File: config.mk
export PLATFORM = sky130hd
export DESIGN_NAME = xcr_int_seq
export DESIGN_NICKNAME = d
export VERILOG_FILES = /design/src/rtl/xcr_int_seq.sv
export SDC_FILE = /design/constraint.sdc
export NUM_CORES = 1
export LEC_CHECK = 0
export CAP_MARGIN = 20
export CELL_PAD_IN_SITES_DETAIL_PLACEMENT = 0
export CELL_PAD_IN_SITES_GLOBAL_PLACEMENT = 2
export CORE_MARGIN = 2
export CORE_UTILIZATION = 21
export CTS_CLUSTER_SIZE = 25
export DETAILED_ROUTE_END_ITERATION = 12
export PLACE_DENSITY_LB_ADDON = 0.3
export SYNTH_ARGS = -nofsm -noshare
export SYNTH_HDL_FRONTEND = slang
export SYNTH_SLANG_ARGS = --single-unit
File: constraint.sdc
create_clock -name clk -period 1.95 [get_ports clk]
set_clock_uncertainty 0.1 [all_clocks]
set_input_delay 0.585 -clock clk [delete_from_list [all_inputs] [get_ports clk]]
set_output_delay 0.585 -clock clk [all_outputs]
set_load 0.05 [all_outputs]
File: src/rtl/xcr_int_seq.sv
// xcr_int_seq: interrupt entry/return sequencer with a small control-register file.
// Saves the interrupted PC in EPC, redirects fetch to the handler, and redirects
// back to EPC when the handler retires its return instruction.
// Optional build macro XCR_INT_LATCNT_EN adds an interrupt-latency counter whose
// worst case is kept in LATMAX (0x4). Without it, 0x4 reads 0x00.
//
// state  | meaning
// IDLE   | no handler active; waits for INT at an instruction boundary
// ENTER  | redirect to IVEC_ADDR requested, waiting for fetch ack
// ISR    | handler running; further INT ignored until RETI
// RETURN | redirect to EPC requested, waiting for fetch ack
module xcr_int_seq (
  input  logic        clk,
  input  logic        rst,
  input  logic        INT,
  input  logic [23:0] IVEC_ADDR,
  input  logic [23:0] PC_CUR,
  input  logic        INSN_BND,
  input  logic        RETI,
  output logic        JMP_REQ,
  output logic [23:0] JMP_ADDR,
  input  logic        JMP_ACK,
  output logic        IN_ISR,
  input  logic [7:0]  cr_din,
  output logic [7:0]  cr_dout,
  input  logic [2:0]  cr_adr,
  input  logic        cr_we,
  input  logic        cr_cs
);

  typedef enum logic [1:0] {
    S_IDLE   = 2'd0,
    S_ENTER  = 2'd1,
    S_ISR    = 2'd2,
    S_RETURN = 2'd3
  } state_t;

  state_t      state_q, state_d;
  logic        jmp_req_q, jmp_req_d;
  logic        in_isr_q, in_isr_d;
  logic [23:0] epc_q, epc_d;
  logic [7:0]  entcnt_q, entcnt_d;
  logic        cr_wr;
  logic        take_int;
  logic        enter_ack;
  logic [7:0]  latmax_rd;

  assign cr_wr     = cr_cs & cr_we;
  assign take_int  = (state_q == S_IDLE) & INT & INSN_BND;
  assign enter_ack = (state_q == S_ENTER) & JMP_ACK;

  // Next-state logic; request and IN_ISR are derived from the next state so they register with it
  always_comb begin
    state_d = state_q;
    case (state_q)
      S_IDLE:   if (take_int) state_d = S_ENTER;
      S_ENTER:  if (JMP_ACK)  state_d = S_ISR;
      S_ISR:    if (RETI)     state_d = S_RETURN;
      S_RETURN: if (JMP_ACK)  state_d = S_IDLE;
      default:                state_d = S_IDLE;
    endcase
    jmp_req_d = (state_d == S_ENTER) || (state_d == S_RETURN);
    in_isr_d  = (state_d != S_IDLE);
  end

  // EPC capture beats a same-cycle software write; ENTCNT clear beats a same-cycle increment
  always_comb begin
    epc_d    = epc_q;
    entcnt_d = entcnt_q;
    if (take_int) begin
      epc_d = PC_CUR;
    end else if (cr_wr) begin
      case (cr_adr)
        3'h1:    epc_d[7:0]   = cr_din;
        3'h2:    epc_d[15:8]  = cr_din;
        3'h3:    epc_d[23:16] = cr_din;
        default: epc_d        = epc_q;
      endcase
    end
    if (cr_wr && (cr_adr == 3'h5)) begin
      entcnt_d = 8'h00;
    end else if (enter_ack) begin
      entcnt_d = entcnt_q + 8'h01;
    end
  end

  // Sequencer and register-file state
  always_ff @(posedge clk or negedge rst) begin
    if (!rst) begin
      state_q   <= S_IDLE;
      jmp_req_q <= 1'b0;
      in_isr_q  <= 1'b0;
      epc_q     <= 24'h0;
      entcnt_q  <= 8'h00;
    end else begin
      state_q   <= state_d;
      jmp_req_q <= jmp_req_d;
      in_isr_q  <= in_isr_d;
      epc_q     <= epc_d;
      entcnt_q  <= entcnt_d;
    end
  end

`ifdef XCR_INT_LATCNT_EN
  logic [7:0] lat_cnt_q, lat_cnt_d;
  logic [7:0] latmax_q, latmax_d;

  // Latency counter saturates at 0xFF; worst case folded into LATMAX on entry ack
  always_comb begin
    lat_cnt_d = lat_cnt_q;
    latmax_d  = latmax_q;
    if (enter_ack) begin
      lat_cnt_d = 8'h00;
      if (lat_cnt_q > latmax_q) latmax_d = lat_cnt_q;
    end else if (INT && ((state_q == S_IDLE) || (state_q == S_ENTER)) && (lat_cnt_q != 8'hFF)) begin
      lat_cnt_d = lat_cnt_q + 8'h01;
    end
    if (cr_wr && (cr_adr == 3'h4)) latmax_d = 8'h00;
  end

  // Latency counter and LATMAX registers
  always_ff @(posedge clk or negedge rst) begin
    if (!rst) begin
      lat_cnt_q <= 8'h00;
      latmax_q  <= 8'h00;
    end else begin
      lat_cnt_q <= lat_cnt_d;
      latmax_q  <= latmax_d;
    end
  end

  assign latmax_rd = latmax_q;
`else
  assign latmax_rd = 8'h00;
`endif

  assign JMP_REQ  = jmp_req_q;
  assign IN_ISR   = in_isr_q;
  assign JMP_ADDR = (state_q == S_RETURN) ? epc_q : IVEC_ADDR;

  // Combinational register read mux
  always_comb begin
    cr_dout = 8'h00;
    case (cr_adr)
      3'h0:    cr_dout = {in_isr_q, state_q, 5'b0};
      3'h1:    cr_dout = epc_q[7:0];
      3'h2:    cr_dout = epc_q[15:8];
      3'h3:    cr_dout = epc_q[23:16];
      3'h4:    cr_dout = latmax_rd;
      3'h5:    cr_dout = entcnt_q;
      default: cr_dout = 8'h00;
    endcase
  end

endmodule

; After elaboration in Yosys (flattened, before gate mapping)
; Index checks and enable logic that the tools add are counted.
[totals]
reg_bits = 36
latchBits = 0
mem_bits_rw = 0
mem_bits_ro = 0
word_cells = 48
memories = 0
[op_classes]
n_addsub = 1
n_mul = 0
div_mod_pow = 0
magnitude_cmp = 0
n_eq_ne = 9
shifts = 0
muxes = 14
bitwise = 4
reduce_logical = 13
[ops]
columns = op, count
row1 = two-way mux 24 bit, 3
row2 = two-way mux 8 bit, 5
row3 = one-hot mux 8 bit (5 select lines), 1
row4 = nonzero test 2 bit, 6
row5 = adder 8 x 1 -> 8 bit (second input constant), 1
row6 = two-way mux 2 bit, 4
row7 = one-hot mux 2 bit (4 select lines), 1
row8 = equality test 2 bit (second input constant), 3
row9 = equality test 3 x 2 -> 1 bit (second input constant), 2
row10 = AND reduction 2 bit, 3
row11 = AND 1 bit, 4
row12 = equality test 2 x 1 -> 1 bit (second input constant), 2
row13 = equality test 3 x 1 -> 1 bit (second input constant), 1
row14 = equality test 3 bit (second input constant), 1
row15 = logical NOT 3 bit, 1
row16 = logical NOT 2 bit, 1
row17 = logical AND 1 bit, 1
row18 = logical OR 1 bit, 1

; Depth between registers and ports, before layout
[logic_depth]
depth_word = 7
ltp_mapped = 6
mapped_depth_nobuf = 4

; Least setup slack after synthesis
; No wires, ideal clock.
[synth_timing]
kind = input -> output
startpoint = input port cr_adr[0]
endpoint = output port cr_dout[1]
arrival_ns = 2.014
required_time_ns = 1.265
slack_ns = -0.749
stages = 5
path_buffers = 2
path_cell_list = buf_2 > nor2b_1 > buf_2 > a22oi_1 > o22ai_1
[synth_between]
elab_chain_len = 2
word_cells_on_any_way = 6
cone_classes = eq/ne (4) / mux (1) / reduce/logical (1)
[synth_lines]
columns = element, line_no
row1 = "start, declared", 26  ; input logic [2:0] cr_adr,
row2 = "equality test 3 bit, or another cell as far along", 144  ; case (cr_adr)
row3 = one-hot mux 8 bit (5 select lines) (*), 144
row4 = "end, declared", 25  ; output logic [7:0] cr_dout,
; Every way passes the cells marked *; elsewhere a longest branch is shown, timed or not.

; Final worst setup path
[layout_timing]
startpoint = input port cr_adr[0]
endpoint = output port cr_dout[2]
; Same word-level chain as after synthesis.

==> results.yml <==
sta:
  hold_viol: 0
  min_period_over_period_pct: 115
  min_period_ns: 2.24
  worst_slack_ns: -0.286
  slew_headroom_pct: 75.9
  rsz0062_at_grt: "yes"
  max_slew.worst_pin.slew_ns: 0.361
  drv_slew: 0
  fmax_ghz: 0.447
  setup-violations-final: 32
clock_network:
  clock-sinks: 35
  numCtsBuffers: 5
  clock-root-buffer: "clkbuf_8"
  clockBufferDepth: 2
  postCtsHoldBufs: 0
  clock_latency_ns: 0.28
  htreeDepth: 2
  path_clk_slew_ns: 0.07
  tritoncts: "done"
worst_setup_path:
  worstPathRequired_ns: 1.26
  cp-end-kind: "output port"
  start_kind: "primary input"
  arrival_ns: 1.55
  r2r_setup_slack_ns: 0.07
  cp_max_fo: 7
  critical_path_class: "in2out"
floorplanning:
  die-area_sq_um: 11900
  start_util_pct: 21.4
  ios: 101
  fp-row-count: 38
  die_h_um: 109
  core_sq_um: 10800
  die_x_um: 109
drt:
  route.detailed.drc: 0
  vias: 2630
  wl_um: 9820
  avgViaCountPerCell: 4.93
  antenna_left: 0
  wl_per_cell_um: 18.4
  drt_iter0_markers: 75
  drt_pass1_iterations: 4
synthesis:
  synth_top_area_share_pct: 37.7
  syn_inst: 259
  synth.avg_cell_area_sq_um: 8.98
  synth_enable_flop_cells: 0
  synth_top_area_cell: "dfrtp_1"
  synthTopCellsByCount: "35 x dfrtp_1, 29 x nor2_1, 28 x o21ai_0"
  synth_ff_type: "dfrtp_1"
  yosys_warnings: 0
  yosysMostFrequentCell: "dfrtp_1"
  synthSimpleGateAreaFrac_pct: 15.4
  synthMuxAreaShare_pct: 15.2
  synthArstFlopShare_pct: 100
  synth_xor_area_share_pct: 1.13
  synth_area_leaders: "dfrtp_1 38%, mux2_2 13%, a31oi_1 6.5%"
  synth_top_family_by_area: "compound AO/OA/AOI/OAI gates"
  synth_nets: 327
  ys_types: 35
  synth_compound_area_share_pct: 24.9
  synth-seq-cells: 35
  netlist_area_sq_um: 2320
  ys_seq_area_share_pct: 37.7
  synth_fa_ha_area_share_pct: 0.538
power_and_ir_drop:
  ir_worst_vdd_uv: 740
  power_density_nw_per_um2: 1370
  power_leakage_nw: 1.95
final_layout:
  n_antenna_cell: 0
  drive_gt1_share_pct: 39.1
  n_fill_cell: 1051
  design_area_sq_um: 4690
  post-route-util_pct: 43.3
  area_delta_synth_final_pct: 102
  fin_nets: 463
status:
  violations: "setup timing"
  status: "complete, but fails checks"
global_route:
  grt_max_degree: 36
  antenna_found_initial: 0
  gr-total-overflow: 0
  grt_pass1_wl_um: 14800
  first_global_vias: 2702
  grt_use_total_pct: 16.4
placement:
  hpwl_um: 7410
  gp_congestion: 0.748
  placed_cell_area_sq_um: 4290
  portBuffers: 100
worst_hold_path:
  hold_class: "reg2reg"
flow_run:
  max_cap_violations: 0
-- per-layer routing --
metal | global-route usage, % | vias to the layer above | share of wire, %
met5 | 0 | - | 0
met4 | 3.71 | 0 | 1.3
met3 | 4.18 | 10 | 7.1
met2 | 26.5 | 102 | 46
met1 | 22.1 | 1269 | 46
li1 | - | 1249 | -
-- path summary, 6_finish.rpt --
path / end / from / cells after the start
max: cr_dout[2] / cr_adr[0] / 6
min: entcnt_q[7] / entcnt_q[7] / 2
max reg2reg: epc_q[2] / JMP_REQ / 6
min reg2reg: entcnt_q[7] / entcnt_q[7] / 2
max in group asynchronous: JMP_REQ / rst / 2
min in group asynchronous: epc_q[1] / rst / 2
-- flip-flops by register name (all words and copies together) (netlist names) --
signal,cells
JMP_REQ,1
state_q,1
entcnt_q,8
epc_q,24
IN_ISR,1
-- cells in the final DEF, fill, tap and decap left out, types with 2 or more instances in the layout --
cell type / count
clkdlybuf4s50_1: 63
nand2_8: 3
clkbuf_8: 5
a22oi_2: 8
xor2_1: 3
o2bb2ai_2: 3
nand3_1: 2
mux2i_4: 3
o22ai_4: 4
nor2_1: 29
buf_6: 7
buf_4: 36
nand2b_1: 2
buf_12: 42
mux2_4: 27
nor2b_4: 4
or4_1: 3
or3_1: 2
o21ai_0: 28
o31ai_1: 3
nand4_1: 9
nand2_1: 6
a22o_4: 3
a21oi_1: 22
a31oi_1: 24
dfrtp_1: 33
nand3b_1: 2
dfrtp_2: 2
-- kinds of logic (layout without fill, tap and decap cells) --
family	Yosys count	in the layout
adder cells (fa/ha/maj)	1	1
flip-flops	35	35
buffers and inverters	25	158
AND/OR/NAND/NOR	66	68
XOR/XNOR	3	3
multiplexers	32	32
AO/OA/AOI/OAI	97	97
-- report_power, final --
group | switching [mW] | leakage, nW | internal, mW | total (mW)
Clock | 0.266 | 0.0371 | 0.239 | 0.504
Combinational | 2.11 | 1.49 | 2.27 | 4.38
Sequential | 0.489 | 0.416 | 1.06 | 1.55
-- metrics by stage --
step / TNS (ns) / total power [mW] / hold slack (ns) / std cells / worst slack, ns
3_3_place_gp: -17.79 / 5.52 / 0.439 / 514 / -0.817
6_report: -7.85 / 6.43 / 0.481 / 534 / -0.286
3_5_place_dp: -18.18 / 5.55 / 0.457 / 514 / -0.870
5_1_grt: -8.90 / 6.73 / 0.492 / 534 / -0.329
4_1_cts: -8.69 / 6.36 / 0.482 / 532 / -0.309
2_1_floorplan: -1.63 / 3.72 / 0.189 / 259 / -0.164
-- cell type report --
type / instances / area [sq um] / share of cell area (%)
repair buffers: 150 / 1840 / 39.2
multi-input cells: 201 / 1720 / 36.6
flip-flops and latches: 35 / 878 / 18.7
well taps: 140 / 175 / 3.73
clock buffers: 6 / 72.6 / 1.55
inverters: 2 / 11.3 / 0.240
-- critical path, cell delays in order --
cell and delay (ns):
buf_8 0.10, buf_6 0.12, nor2b_4 0.22, a22oi_2 0.15, o22ai_4 0.21, buf_12 0.16
-- what timing repair did --
action                     4_1_cts  5_1_grt
gates cloned                     2        1
setup endpoints to repair       37       34
resized for setup               49       11
setup buffers                   10        2
pin swaps                       15        6
Power figures use the tool's default switching activity.
